File: config.mk
export PLATFORM = sky130hd
export DESIGN_NAME = led_pattern_gen
export DESIGN_NICKNAME = d
export VERILOG_FILES = /design/src/rtl/led_pattern_gen.sv
export SDC_FILE = /design/constraint.sdc
export NUM_CORES = 1
export LEC_CHECK = 0
export CAP_MARGIN = 0
export CORE_MARGIN = 1
export CORE_UTILIZATION = 52
export CTS_CLUSTER_SIZE = 14
export DETAILED_ROUTE_END_ITERATION = 10
export PLACE_DENSITY = 0.75
export SYNTH_ARGS = -nofsm -noshare
export SYNTH_HDL_FRONTEND = slang
export SYNTH_SLANG_ARGS = --single-unit
File: constraint.sdc
create_clock -name clk -period 1.7 [get_ports clk]
set_input_delay 0.34 -clock clk [delete_from_list [all_inputs] [get_ports clk]]
set_output_delay 0.34 -clock clk [all_outputs]
set_load 0.03 [all_outputs]
File: src/rtl/led_pattern_gen.sv
// led_pattern_gen: multi-channel LED pattern driver.
// It produces OFF, BLINK, CHASE and BOUNCE patterns. The pattern steps at a
// programmable rate, and a global PWM brightness gates every channel.
// The leds and tick outputs are both registered.
module led_pattern_gen #(
    parameter int N_LEDS      = 8,
    parameter int TICK_CYCLES = 6000000,
    parameter int PWM_BITS    = 4
) (
    input  logic                clk,
    input  logic                rst,
    input  logic [1:0]          mode,
    input  logic                mode_load,
    input  logic [PWM_BITS-1:0] brightness,
    output logic [N_LEDS-1:0]   leds,
    output logic                tick
);

    typedef enum logic [1:0] {
        MODE_OFF    = 2'd0,
        MODE_BLINK  = 2'd1,
        MODE_CHASE  = 2'd2,
        MODE_BOUNCE = 2'd3
    } mode_t;

    localparam int                DIV_W    = (TICK_CYCLES > 1) ? $clog2(TICK_CYCLES) : 1;
    localparam logic [DIV_W-1:0]  DIV_LAST = DIV_W'(TICK_CYCLES - 1);
    localparam logic [N_LEDS-1:0] ALL_ON   = {N_LEDS{1'b1}};
    localparam logic [N_LEDS-1:0] BIT0     = N_LEDS'(1);

    logic [DIV_W-1:0]    r_divider;
    logic                w_step;
    mode_t               r_mode;
    logic [N_LEDS-1:0]   r_pattern;
    logic                r_dir_down;
    logic [PWM_BITS-1:0] r_pwm_cnt;
    logic [PWM_BITS-1:0] r_bright;
    logic                w_pwm_on;

    assign w_step = (r_divider == DIV_LAST);

    // A full-scale brightness means 100 % duty. Any other value gives a
    // duty of r_bright out of 2^PWM_BITS cycles.
    assign w_pwm_on = (r_bright == {PWM_BITS{1'b1}}) || (r_pwm_cnt < r_bright);

    // Step divider. A mode load restarts the step period from zero.
    always_ff @(posedge clk) begin
        if (rst) begin
            r_divider <= '0;
        end else if (mode_load || w_step) begin
            r_divider <= '0;
        end else begin
            r_divider <= r_divider + 1'b1;
        end
    end

    // tick is a one-cycle registered copy of the internal step strobe.
    always_ff @(posedge clk) begin
        if (rst) begin
            tick <= 1'b0;
        end else begin
            tick <= w_step;
        end
    end

    // Mode and pattern state. A load reinitialises the pattern and takes
    // priority over a step that falls on the same cycle.
    always_ff @(posedge clk) begin
        if (rst) begin
            r_mode     <= MODE_OFF;
            r_pattern  <= '0;
            r_dir_down <= 1'b0;
        end else if (mode_load) begin
            r_mode     <= mode_t'(mode);
            r_dir_down <= 1'b0;
            case (mode_t'(mode))
                MODE_OFF:   r_pattern <= '0;
                MODE_BLINK: r_pattern <= ALL_ON;
                default:    r_pattern <= BIT0;
            endcase
        end else if (w_step) begin
            case (r_mode)
                MODE_OFF: begin
                    r_pattern <= '0;
                end
                MODE_BLINK: begin
                    r_pattern <= ~r_pattern;
                end
                MODE_CHASE: begin
                    // Rotate left. With a single LED the rotation reduces to holding bit0.
                    r_pattern <= (r_pattern << 1) | (r_pattern >> (N_LEDS - 1));
                end
                default: begin
                    // Bounce: turn at either end with no dwell. A single LED just holds.
                    if (N_LEDS > 1) begin
                        if (!r_dir_down) begin
                            if (r_pattern[N_LEDS-1]) begin
                                r_pattern  <= r_pattern >> 1;
                                r_dir_down <= 1'b1;
                            end else begin
                                r_pattern <= r_pattern << 1;
                            end
                        end else begin
                            if (r_pattern[0]) begin
                                r_pattern  <= r_pattern << 1;
                                r_dir_down <= 1'b0;
                            end else begin
                                r_pattern <= r_pattern >> 1;
                            end
                        end
                    end
                end
            endcase
        end
    end

    // Free-running PWM counter. Brightness is captured only at the start of
    // a period, so a mid-period change never produces a runt pulse.
    always_ff @(posedge clk) begin
        if (rst) begin
            r_pwm_cnt <= '0;
            r_bright  <= '0;
        end else begin
            r_pwm_cnt <= r_pwm_cnt + 1'b1;
            if (r_pwm_cnt == '0) begin
                r_bright <= brightness;
            end
        end
    end

    // Registered LED drive: the current pattern gated by the PWM phase.
    always_ff @(posedge clk) begin
        if (rst) begin
            leds <= '0;
        end else begin
            leds <= r_pattern & {N_LEDS{w_pwm_on}};
        end
    end

endmodule

Word-level counts from Yosys, hierarchy flattened
Cells that the tools add are included.
{"block": "op_classes", "add_sub_neg": 2, "mul": 0, "n_div": 0, "magnitude_cmp": 1, "eq_ne": 5, "shifts": 0, "n_mux": 10, "n_bitwise": 4, "reduce_logical": 10}
{"op": "8-bit two-way mux", "count": 5}
{"op": "8-bit case mux with 3 select lines", "count": 1}
{"op": "23-bit by 1-bit adder with 23-bit output, second input constant", "count": 1}
{"op": "23-bit equality test, second input constant", "count": 1}
{"op": "8-bit case mux with 2 select lines", "count": 1}
{"op": "8-bit bitwise AND", "count": 1}
{"op": "8-bit inverter", "count": 1}
{"op": "8-bit by 1-bit bitwise OR with 8-bit output", "count": 1}
{"op": "4-bit by 1-bit adder with 4-bit output, second input constant", "count": 1}
{"op": "2-bit by 1-bit equality test with 1-bit output, second input constant", "count": 2}
{"op": "4-bit equality test, second input constant", "count": 1}
{"op": "2-bit logical NOT", "count": 2}
{"op": "4-bit logical NOT", "count": 1}
{"op": "4-bit < comparator", "count": 1}
{"op": "2-bit OR reduction", "count": 2}
{"op": "1-bit two-way mux", "count": 3}
{"op": "3-bit OR reduction", "count": 1}
{"op": "2-bit equality test, second input constant", "count": 1}
{"op": "1-bit logical OR", "count": 2}
{"op": "2-bit AND reduction", "count": 1}
{"op": "2-bit nonzero test", "count": 1}
{"op": "1-bit inverter", "count": 1}
{"block": "totals", "register_bits": 51, "latchBits": 0, "ramBits": 0, "mem_bits_ro": 0, "in_bits": 9, "output_inout_bits": 9, "wordCells": 40, "memories": 0}

Longest topological paths before layout
Gate-level depths: netlist (run 1).
{"block": "logic_depth", "ltp_word": 5, "ltp_mapped": 7, "mapped_depth_nobuf": 6}

Worst setup path before layout (run 1)
Ideal clock, no wire load.
{"block": "synth_path", "path_type": "flip-flop to flip-flop", "start": "register r_divider[21]", "end": "register r_pattern[0]", "setup_ns": 0.086, "arrival_time_ns": 1.615, "required_ns": 1.614, "path_slack_ns": 0.000, "stages_incl_launch_ff": 6, "n_path_buf": 0, "synth_period_minus_slack_ns": 1.700, "cell_sequence": "dfxtp_1 -> nor4b_4 -> nand4_4 -> nor3_2 -> mux2_1 -> a211oi_1"}
{"block": "synth_via", "elab_chain_len": 2}
{"element": "from (decl)", "line": "31", "text": "logic [DIV_W-1:0] r_divider;"}
{"element": "from (signal assigned)", "line": "53", "text": "r_divider <= r_divider + 1'b1;"}
{"element": "23-bit equality test", "line": "40", "text": "assign w_step = (r_divider == DIV_LAST);"}
{"element": "2-bit nonzero test (no source line)"}
{"element": "to (signal assigned)", "line": "87", "text": "r_pattern <= ~r_pattern;"}
{"element": "to (signal assigned)", "line": "91", "text": "r_pattern <= (r_pattern << 1) | (r_pattern >> (N_LEDS - 1));"}
{"element": "to (signal assigned)", "line": "98", "text": "r_pattern <= r_pattern >> 1;"}
{"element": "to (decl)", "line": "34", "text": "logic [N_LEDS-1:0] r_pattern;"}
Every way passes these cells.
A chain may end at the register's enable or synchronous reset.

Worst setup path in the final report (run 1)
{"block": "layout_path", "start": "register r_divider[9]", "end": "register r_pattern[0]"}
The elaborated chain is that of the path after synthesis.

==> metrics.log, run 1 <==
INFO  metric status = finished, violations left
INFO  metric failing_checks = negative setup slack
INFO  metric num_io_pins = 18
INFO  metric post-route-period-util = 101%
INFO  metric largest_net_degree_at_the_start_of_global_routing = 23
INFO  metric number_of_antenna_violations_at_the_first_check_in_global_routing = 0
INFO  metric worst_slew_margin_rel = 75.6%
INFO  metric worst_setup_path_endpoint = r_pattern[0]
INFO  metric postSynthNetCount = 283
INFO  metric area_growth = 23.4%
INFO  metric max_clock_freq = 583 MHz
INFO  metric postSynth.topFlopCell = sky130_fd_sc_hd__dfxtp_1
INFO  metric synthCells = 268
INFO  metric cts-htree-levels = 2
INFO  metric design.final.nets = 331
INFO  metric drtAntennaViolNets = 0
INFO  metric grt_setup_unrepaired = true
INFO  metric setup_viol = 1
INFO  metric drtPass1Iterations = 4
INFO  metric diodes = 0
INFO  metric vdd.ir_drop.worst = 0.000490 V
INFO  metric place_ws = -141 ps
INFO  metric hold_viol = 0
INFO  metric cts_tree = done
INFO  metric start_kind = flop
INFO  metric grt_pass1_wl = 7890 microns
INFO  metric gp_congestion = 0.846
INFO  metric cts-root-buf = sky130_fd_sc_hd__clkbuf_8
INFO  metric class_of_the_most_critical_setup_path = flop to flop
INFO  metric via_count_of_the_first_global_routing_pass = 1775
INFO  metric n_fill_cell = 342
INFO  metric worst_r2r_startpoint = r_divider[9]
INFO  metric grt_overflow_total = 0
INFO  metric die_height = 70.4 microns
INFO  metric placement.cell_area = 0.00285 sq mm
INFO  metric final.min_clock_period = 1710 ps
INFO  metric dp.cells = 356
INFO  metric ys_ff_latch = 51
INFO  metric initial_core_util = 55.2%
INFO  metric combined_global_route_utilization_of_all_metal_layers = 20.0%
INFO  metric cp-end-kind = flop
INFO  metric power.leakage = 1.21 nW
INFO  metric final-max-slew-violation-count = 0
INFO  metric layout.area.seq = 0.00102 sq mm
INFO  metric synthArstFlopShare = 0%
INFO  metric cts.path.max_buffers = 2
INFO  metric cts_buffers = 5
INFO  metric cts.clk_slew.worst_paths = 100 ps
INFO  metric drive_gt1_share = 19.9%
INFO  metric layout_setup_ws = -14.0 ps
INFO  metric cts.sink_count = 51
INFO  metric clock_latency_on_the_worst_skew_pair = 310 ps
INFO  metric utilization = 68.1%
INFO  metric detail_route.wl_per_cell = 12.4 microns
INFO  metric drcViolationCount = 0
INFO  metric setup.worst_path.start = r_divider[9]
INFO  metric drv_cap = 0
INFO  metric synth.yosys.warnings = 0
INFO  metric worst_ep_required_time = 1940 ps
INFO  metric seq_area_frac_synth = 41.9%
INFO  metric via_count = 1961
INFO  metric path_max_fanout = 3
INFO  metric rows = 24
INFO  metric die-area = 0.00496 sq mm
INFO  metric core_region_area = 0.00441 sq mm
INFO  metric instances_no_fill = 369
INFO  metric reg2reg_slack = -10 ps
INFO  metric hpwl = 3330 microns
INFO  metric worst_ep_arrival_time = 1950 ps
INFO  metric viasPerCell = 5.31
INFO  metric cts_hold_buf = 0
INFO  metric wl = 4590 microns
INFO  metric synth_area_per_cell = 9.09 sq um
INFO  metric synth_area = 0.00243 sq mm
INFO  metric multiInputGateArea = 0.00131 sq mm
INFO  metric fin_worst_skew = 9.77 ps
INFO  metric place.port_buffers = 17
INFO  metric synth-edff-count = 0
INFO  metric post_synth_num_cell_types = 43
INFO  metric r2r_cells = 5
INFO  metric violation_count_after_the_first_detailed_route_iteration = 80
INFO  metric hold_path.class = flop to flop
INFO  metric die_x = 70.4 microns
INFO  metric final_design_area_no_fill = 0.00300 sq mm
INFO  metric worst_slew_pin_slew = 365 ps
INFO  metric power-per-cell-area = 747 mW/mm^2
INFO  metric worst_r2r_endpoint = r_pattern[0]
## cell usage in the layout, fill, tap and decap left out, types with 3 or more instances in the layout
| cell | count |
|---|---|
| sky130_fd_sc_hd__dfxtp_1 | 49 |
| sky130_fd_sc_hd__nor2_1 | 45 |
| sky130_fd_sc_hd__buf_4 | 33 |
| sky130_fd_sc_hd__xor2_1 | 17 |
| sky130_fd_sc_hd__clkdlybuf4s50_1 | 17 |
| sky130_fd_sc_hd__inv_1 | 16 |
| sky130_fd_sc_hd__a21oi_1 | 12 |
| sky130_fd_sc_hd__nand3_1 | 11 |
| sky130_fd_sc_hd__nand2_1 | 9 |
| sky130_fd_sc_hd__a211oi_2 | 8 |
| sky130_fd_sc_hd__nand4_1 | 7 |
| sky130_fd_sc_hd__a211oi_1 | 7 |
| sky130_fd_sc_hd__xnor2_1 | 6 |
| sky130_fd_sc_hd__mux2i_1 | 6 |
| sky130_fd_sc_hd__o21ai_0 | 6 |
| sky130_fd_sc_hd__ha_1 | 6 |
| sky130_fd_sc_hd__nor2b_1 | 5 |
| sky130_fd_sc_hd__clkbuf_8 | 5 |
| sky130_fd_sc_hd__and3_1 | 4 |
| sky130_fd_sc_hd__nand2b_1 | 4 |
| sky130_fd_sc_hd__and4_1 | 4 |
| sky130_fd_sc_hd__a31oi_1 | 4 |
| sky130_fd_sc_hd__and3_2 | 3 |
| sky130_fd_sc_hd__a21o_1 | 3 |
## layout make-up
type / count / share of cell area [%]
sequential: 51 / 34.1
clock inverter: 2 / 0.416
timing repair buffer: 52 / 15.2
clock buffer: 6 / 2.42
tap: 52 / 2.17
multi-input combinational: 190 / 43.7
inverter: 16 / 2.00
## worst min path at each step
stage,start,to,slack [ps],depth (start not counted)
4_1_cts,r_pattern[4],leds[4],520,2
6_report,r_pattern[4],leds[4],520,2
5_1_grt,r_pattern[4],leds[4],550,2
3_5_place_dp,r_pattern[4],leds[4],510,2
2_1_floorplan,mode_load,r_divider[6],420,1
3_3_place_gp,r_pwm_cnt[0],r_pwm_cnt[0],460,1
## metrics by stage
| step | hold WS (ps) | total power, mW | TNS, ps |
|---|---|---|---|
| global route | 551 | 2.36 | -2000 |
| floorplan | 419 | 1.48 | 0 |
| CTS | 518 | 2.26 | 0 |
| detailed placement | 506 | 1.57 | -889 |
| global placement | 460 | 1.57 | -658 |
| finish | 521 | 2.24 | -14.0 |
## Yosys cell counts, drive strengths merged, types with 5 or more instances
master,number,area share (%)
dfxtp,51,42
nor2,45,6.9
xor2,17,6.1
inv,16,2.5
a211oi,15,5.7
a21oi,12,2.5
nand3,11,2.3
nand2,9,1.4
nand4,9,3.5
and3,7,1.9
buf,7,2.2
o21ai,7,1.4
ha,6,3.1
mux2i,6,2.5
xnor2,6,2.2
nor2b,5,1.3
## what timing repair did
item	4_1_cts	5_1_grt
endpoints found under the setup margin	8	29
resized for setup	3	4
pin swaps	5	3
buffers inserted	3	2
## report_power, final
group          switching (mW)  internal [mW]
logic                   0.154          0.139
registers              0.0322           1.23
clock network           0.395          0.288
## state kept, by name, indices dropped and copies added (netlist names)
signal / cells
r_pwm_cnt: 4
r_bright: 4
r_mode: 2
r_pattern: 8
r_divider: 23
r_dir_down: 1
tick: 1
leds: 8
## cell families (layout without fill, tap and decap cells)
family / Yosys count / in the layout / synth area share (%)
simple gates: 107 / 107 / 24.5
flops: 51 / 51 / 41.9
compound gates: 47 / 47 / 14.0
buf+inv: 27 / 76 / 5.24
xor+xnor: 23 / 23 / 8.27
mux: 7 / 7 / 2.93
fa+ha+maj: 6 / 6 / 3.08
## worst max-delay path: stages, from the launching register on
cell and delay (ps):
sky130_fd_sc_hd__dfxtp_2 350, sky130_fd_sc_hd__nor4b_4 330, sky130_fd_sc_hd__nand4_4 170, sky130_fd_sc_hd__nor3_4 290, sky130_fd_sc_hd__mux2_4 340, sky130_fd_sc_hd__a211oi_2 160
## routing by layer
| metal | GRT usage, % | wire (microns) | vias to the layer above |
|---|---|---|---|
| li1 | - | - | 1024 |
| met1 | 23.8 | 2020 | 894 |
| met2 | 35.4 | 2350 | 37 |
| met3 | 4.33 | 159 | 6 |
| met4 | 6.22 | 59 | 0 |
| met5 | 0 | 0 | - |
Power figures use the tool's default switching activity.
==> inputs of run 2 (changes only) <==
--- a/config.mk
+++ b/config.mk
@@ -5,6 +5,7 @@
 export SDC_FILE = /design/constraint.sdc
 export NUM_CORES = 1
 export LEC_CHECK = 0
+export ABC_CLOCK_PERIOD_IN_PS = 1700
 export CAP_MARGIN = 0
 export CORE_MARGIN = 1
 export CORE_UTILIZATION = 52
==> results of run 2 <==
The final DEF is identical to that of run 1; final timing and power are the same.
==> inputs of run 3 (changes only) <==
--- a/config.mk
+++ b/config.mk
@@ -5,7 +5,6 @@
 export SDC_FILE = /design/constraint.sdc
 export NUM_CORES = 1
 export LEC_CHECK = 0
-export ABC_CLOCK_PERIOD_IN_PS = 1700
 export CAP_MARGIN = 0
 export CORE_MARGIN = 1
 export CORE_UTILIZATION = 52
==> results of run 3 <==
The final DEF is identical to that of run 1; final timing and power are the same.
